`config.mk`:
```
export PLATFORM = sky130hd
export DESIGN_NAME = baseline_avg_mc
export DESIGN_NICKNAME = d
export VERILOG_FILES = /design/src/rtl/baseline_avg_pkg.sv /design/src/rtl/baseline_avg_ch.sv /design/src/rtl/baseline_avg_mc.sv
export SDC_FILE = /design/constraint.sdc
export NUM_CORES = 1
export LEC_CHECK = 0
export BUFFER_PORTS_ARGS = -buffer_cell sky130_fd_sc_hd__buf_2
export CORE_MARGIN = 10
export CORE_UTILIZATION = 50
export DETAILED_ROUTE_END_ITERATION = 6
export PLACE_DENSITY = 0.8
export SLEW_MARGIN = 30
export SYNTH_ARGS = -nofsm -noshare
export SYNTH_HDL_FRONTEND = slang
export SYNTH_SLANG_ARGS = --single-unit
```
`constraint.sdc`:
```
create_clock -name clk -period 7.4 [get_ports clk]
set_input_delay 0.74 -clock clk [delete_from_list [all_inputs] [get_ports clk]]
set_output_delay 0.74 -clock clk [all_outputs]
set_load 0.02 [all_outputs]
```
`src/rtl/baseline_avg_pkg.sv`:
```
// rtl/baseline_avg_pkg.sv - shared types and sizing helpers for the baseline estimator
package baseline_avg_pkg;

  typedef enum logic [2:0] {
    ST_IDLE,
    ST_SETTLE,
    ST_ACCUM,
    ST_HOLD,
    ST_TRACK
  } bl_state_t;

  localparam int SETTLE_CW = 8;

  // The sum of 2^lnavg unsigned dw-bit samples always fits here.
  function automatic int acc_width(input int dw, input int lnavg);
    return dw + lnavg;
  endfunction

endpackage

```
`src/rtl/baseline_avg_ch.sv`:
```
// rtl/baseline_avg_ch.sv - per-channel accumulator, boxcar mean and IIR tracking datapath
module baseline_avg_ch
  import baseline_avg_pkg::*;
#(
  parameter int DW    = 14,
  parameter int LNAVG = 2
) (
  input  logic          clk,
  input  logic          rst,
  input  logic          clr,
  input  logic          acc_en,
  input  logic          fin_en,
  input  logic          trk_en,
  input  logic [DW-1:0] sample,
  output logic [DW-1:0] baseline
);

  localparam int AW = acc_width(DW, LNAVG);

  logic [AW-1:0]        acc;
  logic [AW-1:0]        acc_sum;
  logic [DW-1:0]        mean;
  logic signed [DW:0]   diff;
  logic signed [DW:0]   step;
  logic signed [DW:0]   iir_next;

  assign acc_sum  = acc + AW'(sample);
  assign mean     = acc_sum[AW-1:LNAVG];

  // Signed DW+1 bits hold x-b exactly; the arithmetic shift floors toward -inf,
  // so the update never overshoots either endpoint.
  assign diff     = $signed({1'b0, sample}) - $signed({1'b0, baseline});
  assign step     = diff >>> LNAVG;
  assign iir_next = $signed({1'b0, baseline}) + step;

  always_ff @(posedge clk) begin
    if (rst) begin
      acc      <= '0;
      baseline <= '0;
    end else begin
      if (clr || fin_en) begin
        acc <= '0;
      end else if (acc_en) begin
        acc <= acc_sum;
      end

      if (fin_en) begin
        baseline <= mean;
      end else if (trk_en) begin
        baseline <= iir_next[DW-1:0];
      end
    end
  end

endmodule

```
`src/rtl/baseline_avg_mc.sv`:
```
// rtl/baseline_avg_mc.sv - multi-channel ADC baseline estimator: restart FSM, counters and status
module baseline_avg_mc
  import baseline_avg_pkg::*;
#(
  parameter int NCH     = 2,
  parameter int DW      = 14,
  parameter int LNAVG   = 2,
  parameter int NSETTLE = 0
) (
  input  logic              clk,
  input  logic              rst,
  input  logic              dacset,
  input  logic              in_valid,
  input  logic [NCH*DW-1:0] indata,
  input  logic              mode_track,
  output logic [NCH*DW-1:0] baseline,
  output logic              done,
  output logic              bl_valid,
  output logic              busy
);

  localparam logic [SETTLE_CW-1:0] SETTLE_LAST =
    SETTLE_CW'((NSETTLE == 0) ? 0 : NSETTLE - 1);

  bl_state_t              state;
  logic                   dacset_q;
  logic [SETTLE_CW-1:0]   settle_cnt;
  logic [LNAVG-1:0]       samp_cnt;
  logic                   fall;
  logic                   run;
  logic                   last;
  logic                   clr;
  logic                   acc_en;
  logic                   fin_en;
  logic                   trk_en;

  assign fall   = dacset_q & ~dacset;
  assign run    = ~dacset & ~fall;
  assign last   = &samp_cnt;
  assign clr    = dacset | fall;
  assign acc_en = run && (state == ST_ACCUM) && in_valid && !last;
  assign fin_en = run && (state == ST_ACCUM) && in_valid && last;
  assign trk_en = run && (state == ST_TRACK) && in_valid && mode_track;

  always_ff @(posedge clk) begin
    if (rst) begin
      state      <= ST_SETTLE;
      dacset_q   <= 1'b0;
      settle_cnt <= '0;
      samp_cnt   <= '0;
      done       <= 1'b0;
      bl_valid   <= 1'b0;
      busy       <= 1'b1;
    end else begin
      dacset_q <= dacset;
      bl_valid <= 1'b0;
      if (dacset) begin
        state      <= ST_IDLE;
        settle_cnt <= '0;
        samp_cnt   <= '0;
        done       <= 1'b0;
        busy       <= 1'b0;
      end else if (fall) begin
        state      <= ST_SETTLE;
        settle_cnt <= '0;
        samp_cnt   <= '0;
        busy       <= 1'b1;
      end else begin
        case (state)
          ST_IDLE: begin
            busy <= 1'b0;
          end
          ST_SETTLE: begin
            busy <= 1'b1;
            if (NSETTLE == 0) begin
              state <= ST_ACCUM;
            end else if (in_valid) begin
              if (settle_cnt == SETTLE_LAST) begin
                settle_cnt <= '0;
                state      <= ST_ACCUM;
              end else begin
                settle_cnt <= settle_cnt + SETTLE_CW'(1);
              end
            end
          end
          ST_ACCUM: begin
            if (in_valid) begin
              if (last) begin
                samp_cnt <= '0;
                bl_valid <= 1'b1;
                done     <= 1'b1;
                busy     <= 1'b0;
                state    <= mode_track ? ST_TRACK : ST_HOLD;
              end else begin
                samp_cnt <= samp_cnt + LNAVG'(1);
              end
            end
          end
          ST_HOLD: begin
            busy <= 1'b0;
            if (mode_track) state <= ST_TRACK;
          end
          ST_TRACK: begin
            busy <= 1'b0;
            if (!mode_track) begin
              state <= ST_HOLD;
            end else if (in_valid) begin
              bl_valid <= 1'b1;
            end
          end
          default: begin
            state <= ST_IDLE;
            busy  <= 1'b0;
          end
        endcase
      end
    end
  end

  for (genvar k = 0; k < NCH; k++) begin : g_ch
    baseline_avg_ch #(
      .DW    (DW),
      .LNAVG (LNAVG)
    ) u_ch (
      .clk      (clk),
      .rst      (rst),
      .clr      (clr),
      .acc_en   (acc_en),
      .fin_en   (fin_en),
      .trk_en   (trk_en),
      .sample   (indata[k*DW +: DW]),
      .baseline (baseline[k*DW +: DW])
    );
  end

endmodule

```
==> impl_metrics.ini <==
[status]
status = completed

[routing]
routed_wl_um = 16000
first_pass_iters = 6
vias = 5879
routedWlPerCell_um = 16.1
post-route-drc-count = 0
viasPerCell = 5.94
drtAntennaViolNets = 0
drt_iter0_drc = 433

[sta]
slew_headroom_pct = 40.2
fin_crit_ns = 4.22
whs_ns = 0.459
finalCritPeriodShare_pct = 57.0
setup_violations = 0
fmax_ghz = 0.237
fin_skew_ns = 0.00941
fin_tns_setup_ns = 0
tightestPinTransition_ns = 0.894
slew_violations = 0
rsz0062_at_grt = no
hold_viol = 0

[worst_setup_path]
cp.required_ns = 7.63
cp-start-kind = primary input
critical_path_class = in2reg
critPathSlowestCell = or4_1
crit_fanout = 5
setup.worst_path.end_class = register
path_cells = buf_2, ha_1, a21o_1, or4_1, a41oi_1, nor3_1, a41o_1, o21a_1, nor2_1, ha_1, or2_2, a21oi_1, a31oi_1, a31oi_1, xnor2_1, xnor2_1, a32o_1
reg2reg_from = g_ch[1].u_ch.baseline[5]$_SDFFE_PP0P_
crit_path_start = indata[19]
critPathBufInv = 1
cp_top_family = compound AO/OA/AOI/OAI gates
worstPathArrival_ns = 4.45
critPathMaxStageDelay_ns = 0.46

[global_routing]
antenna_found_initial = 0
grt_pass1_vias = 5747
grt_start_max_net_pins = 32
grt_overflow = 0
grt_usage_pct = 19.2
grt_pass1_wl_um = 26800

[cells_and_area]
drive_above_1_share_pct = 12.1
final_area_sq_um = 6850
area_growth_pct = 12.6
layout.nets = 958
final_cells = 990
num_antenna_cells = 0

[clock_network]
cts_tree = yes
cts_setup_buffers = 0
htreeDepth = 3
cts_hold_buf = 0
cts_inserted_buffers = 9
cts.sinks = 69
cts_max_path_buffers = 2
clk_latency_ns = 0.34
clk_transition_reported_paths_ns = 0.06
root_buffer = clkbuf_16
ctsResizeCount = 0

[die]
pin_count = 64
coreArea_sq_um = 12000
die_w_um = 130
die-area_sq_um = 17000
die_h_um = 130
row_count = 40
start_util_pct = 50.9

[logic_synthesis]
synth-edff-count = 0
async_reset_ff_share_pct = 0
ys_seq_elements = 69
synth_ff_type = dfxtp_1
synthesis.area_per_instance_sq_um = 7.79
syn_nets = 901
synthCells = 781
synth_area_sq_um = 6080
ys_seq_area_share_pct = 22.7
synth_warnings = 0
yosys.cell_types.count = 54

[power_and_ir_drop]
p_comb_share_pct = 17.8
p_sw_uw = 273
power.density_nw_per_um2 = 141
peakVddDrop_v = 0.000111
intPower_uw = 690
finalPower_uw = 963
switching_share_pct = 28.4
clkPwrFrac_pct = 43.2
p_leak_nw = 2.94
p_seq_share_pct = 39.0

[hold_path]
hp-start = g_ch[0].u_ch.acc[12]$_SDFFE_PP0P_
min_path_type = reg2reg

[place]
placed_area_sq_um = 6560
place_inst = 974
io_buffers = 63
finalWeightedCongestion = 0.916
dp_hpwl_um = 12100

[run]
cap_violations = 0
## tightest hold or removal path, stage by stage, from the launching register on
cell and delay [ns]:
dfxtp_1 0.31, nand2_1 0.05, a21oi_1 0.05
## kinds of logic (layout without fill, tap and decap cells)
family	count (synthesis)	after routing	share of synthesized area, %
buffers and inverters	63	125	3.91
DFF	69	69	22.7
AOI/OAI and AO/OA	231	231	24.9
adders and majority gates	87	87	18.4
xor gates and xnor gates	69	69	9.93
muxes	1	1	0.165
and+or+nand+nor	261	261	20.0
## final cells by class
class                      instances  area (sq um)
fill                            1105          5110
multi-input combinational        649          4490
sequential                        69          1380
timing repair buffer              67           349
clock buffer                      11           253
tap                              147           184
inverter                          42           158
clock inverter                     5          35.0
## flip-flops by register name (all words and copies together), names as in the netlist
register	count
state	3
samp_cnt	2
done	1
busy	1
bl_valid	1
dacset_q	1
g_ch.u_ch.acc	32
g_ch.u_ch.baseline	28
## metal layers
| metal | global-route usage [%] | wire [um] | up-vias |
|---|---|---|---|
| met4 | 6.22 | 206 | 0 |
| met5 | 0 | 0 | - |
| li1 | - | - | 2954 |
| met1 | 23.5 | 7100 | 2762 |
| met3 | 3.41 | 949 | 17 |
| met2 | 33.4 | 7700 | 146 |
## cells in the mapped netlist (all sizes together), types with 3 or more instances
library cell	number	share of area, %
a41oi	4	0.58
nand3	18	1.5
a221oi	8	1.4
a31o	4	0.58
or3	6	0.62
xor2	16	2.3
or4	4	0.49
o21a	9	1.1
o221a	3	0.56
ha	83	17
o21ai	34	2.8
nor2	63	3.9
nor2b	13	1.3
a21o	22	2.7
or2	5	0.51
dfxtp	69	23
nand2	92	5.7
a21oi	83	6.8
nand3b	3	0.37
clkbuf	20	1.2
a222oi	5	0.82
a22o	3	0.43
fa	4	1.3
and3	14	1.4
xnor2	53	7.6
a211oi	12	1.5
inv	41	2.5
nand2b	7	0.72
o21bai	5	0.62
nor3	24	2.0
a31oi	11	1.1
o211ai	11	1.4
nand4	4	0.41
o221ai	3	0.43
## power groups by stage
stage	clock network, mW	logic, mW	registers [mW]
after floorplan	0	0.127	0.383
after global placement	0	0.165	0.384
after detailed placement	0	0.169	0.384
after CTS	0.419	0.170	0.376
after global routing	0.434	0.192	0.376
final	0.416	0.171	0.376
## path summary, 6_finish.rpt
kind                            depth (start not counted)  slack (ns)                                      to
worst min register to register                          2        0.46       g_ch[0].u_ch.acc[12]$_SDFFE_PP0P_
worst min-delay path                                    2        0.46       g_ch[0].u_ch.acc[12]$_SDFFE_PP0P_
worst max-delay path                                   17        3.18  g_ch[1].u_ch.baseline[13]$_SDFFE_PP0P_
worst max register to register                         17        3.26  g_ch[1].u_ch.baseline[13]$_SDFFE_PP0P_
## stage by stage
step	setup WS [ns]	utilization [%]
after floorplan	3.28	-
after global placement	2.97	54.7
after detailed placement	2.87	54.9
after CTS	3.21	57.3
after global routing	2.93	57.3
final	3.18	57.3
## cell usage in the layout (no fill, tap or decap), types with 24 or more instances in the layout
cell type	count
buf_2	63
inv_1	41
ha_1	83
o21ai_0	34
xnor2_1	53
nor3_1	24
nor2_1	63
nand2_1	91
a21oi_1	83
dfxtp_1	69
No activity file was read; power rests on OpenSTA's default activity.
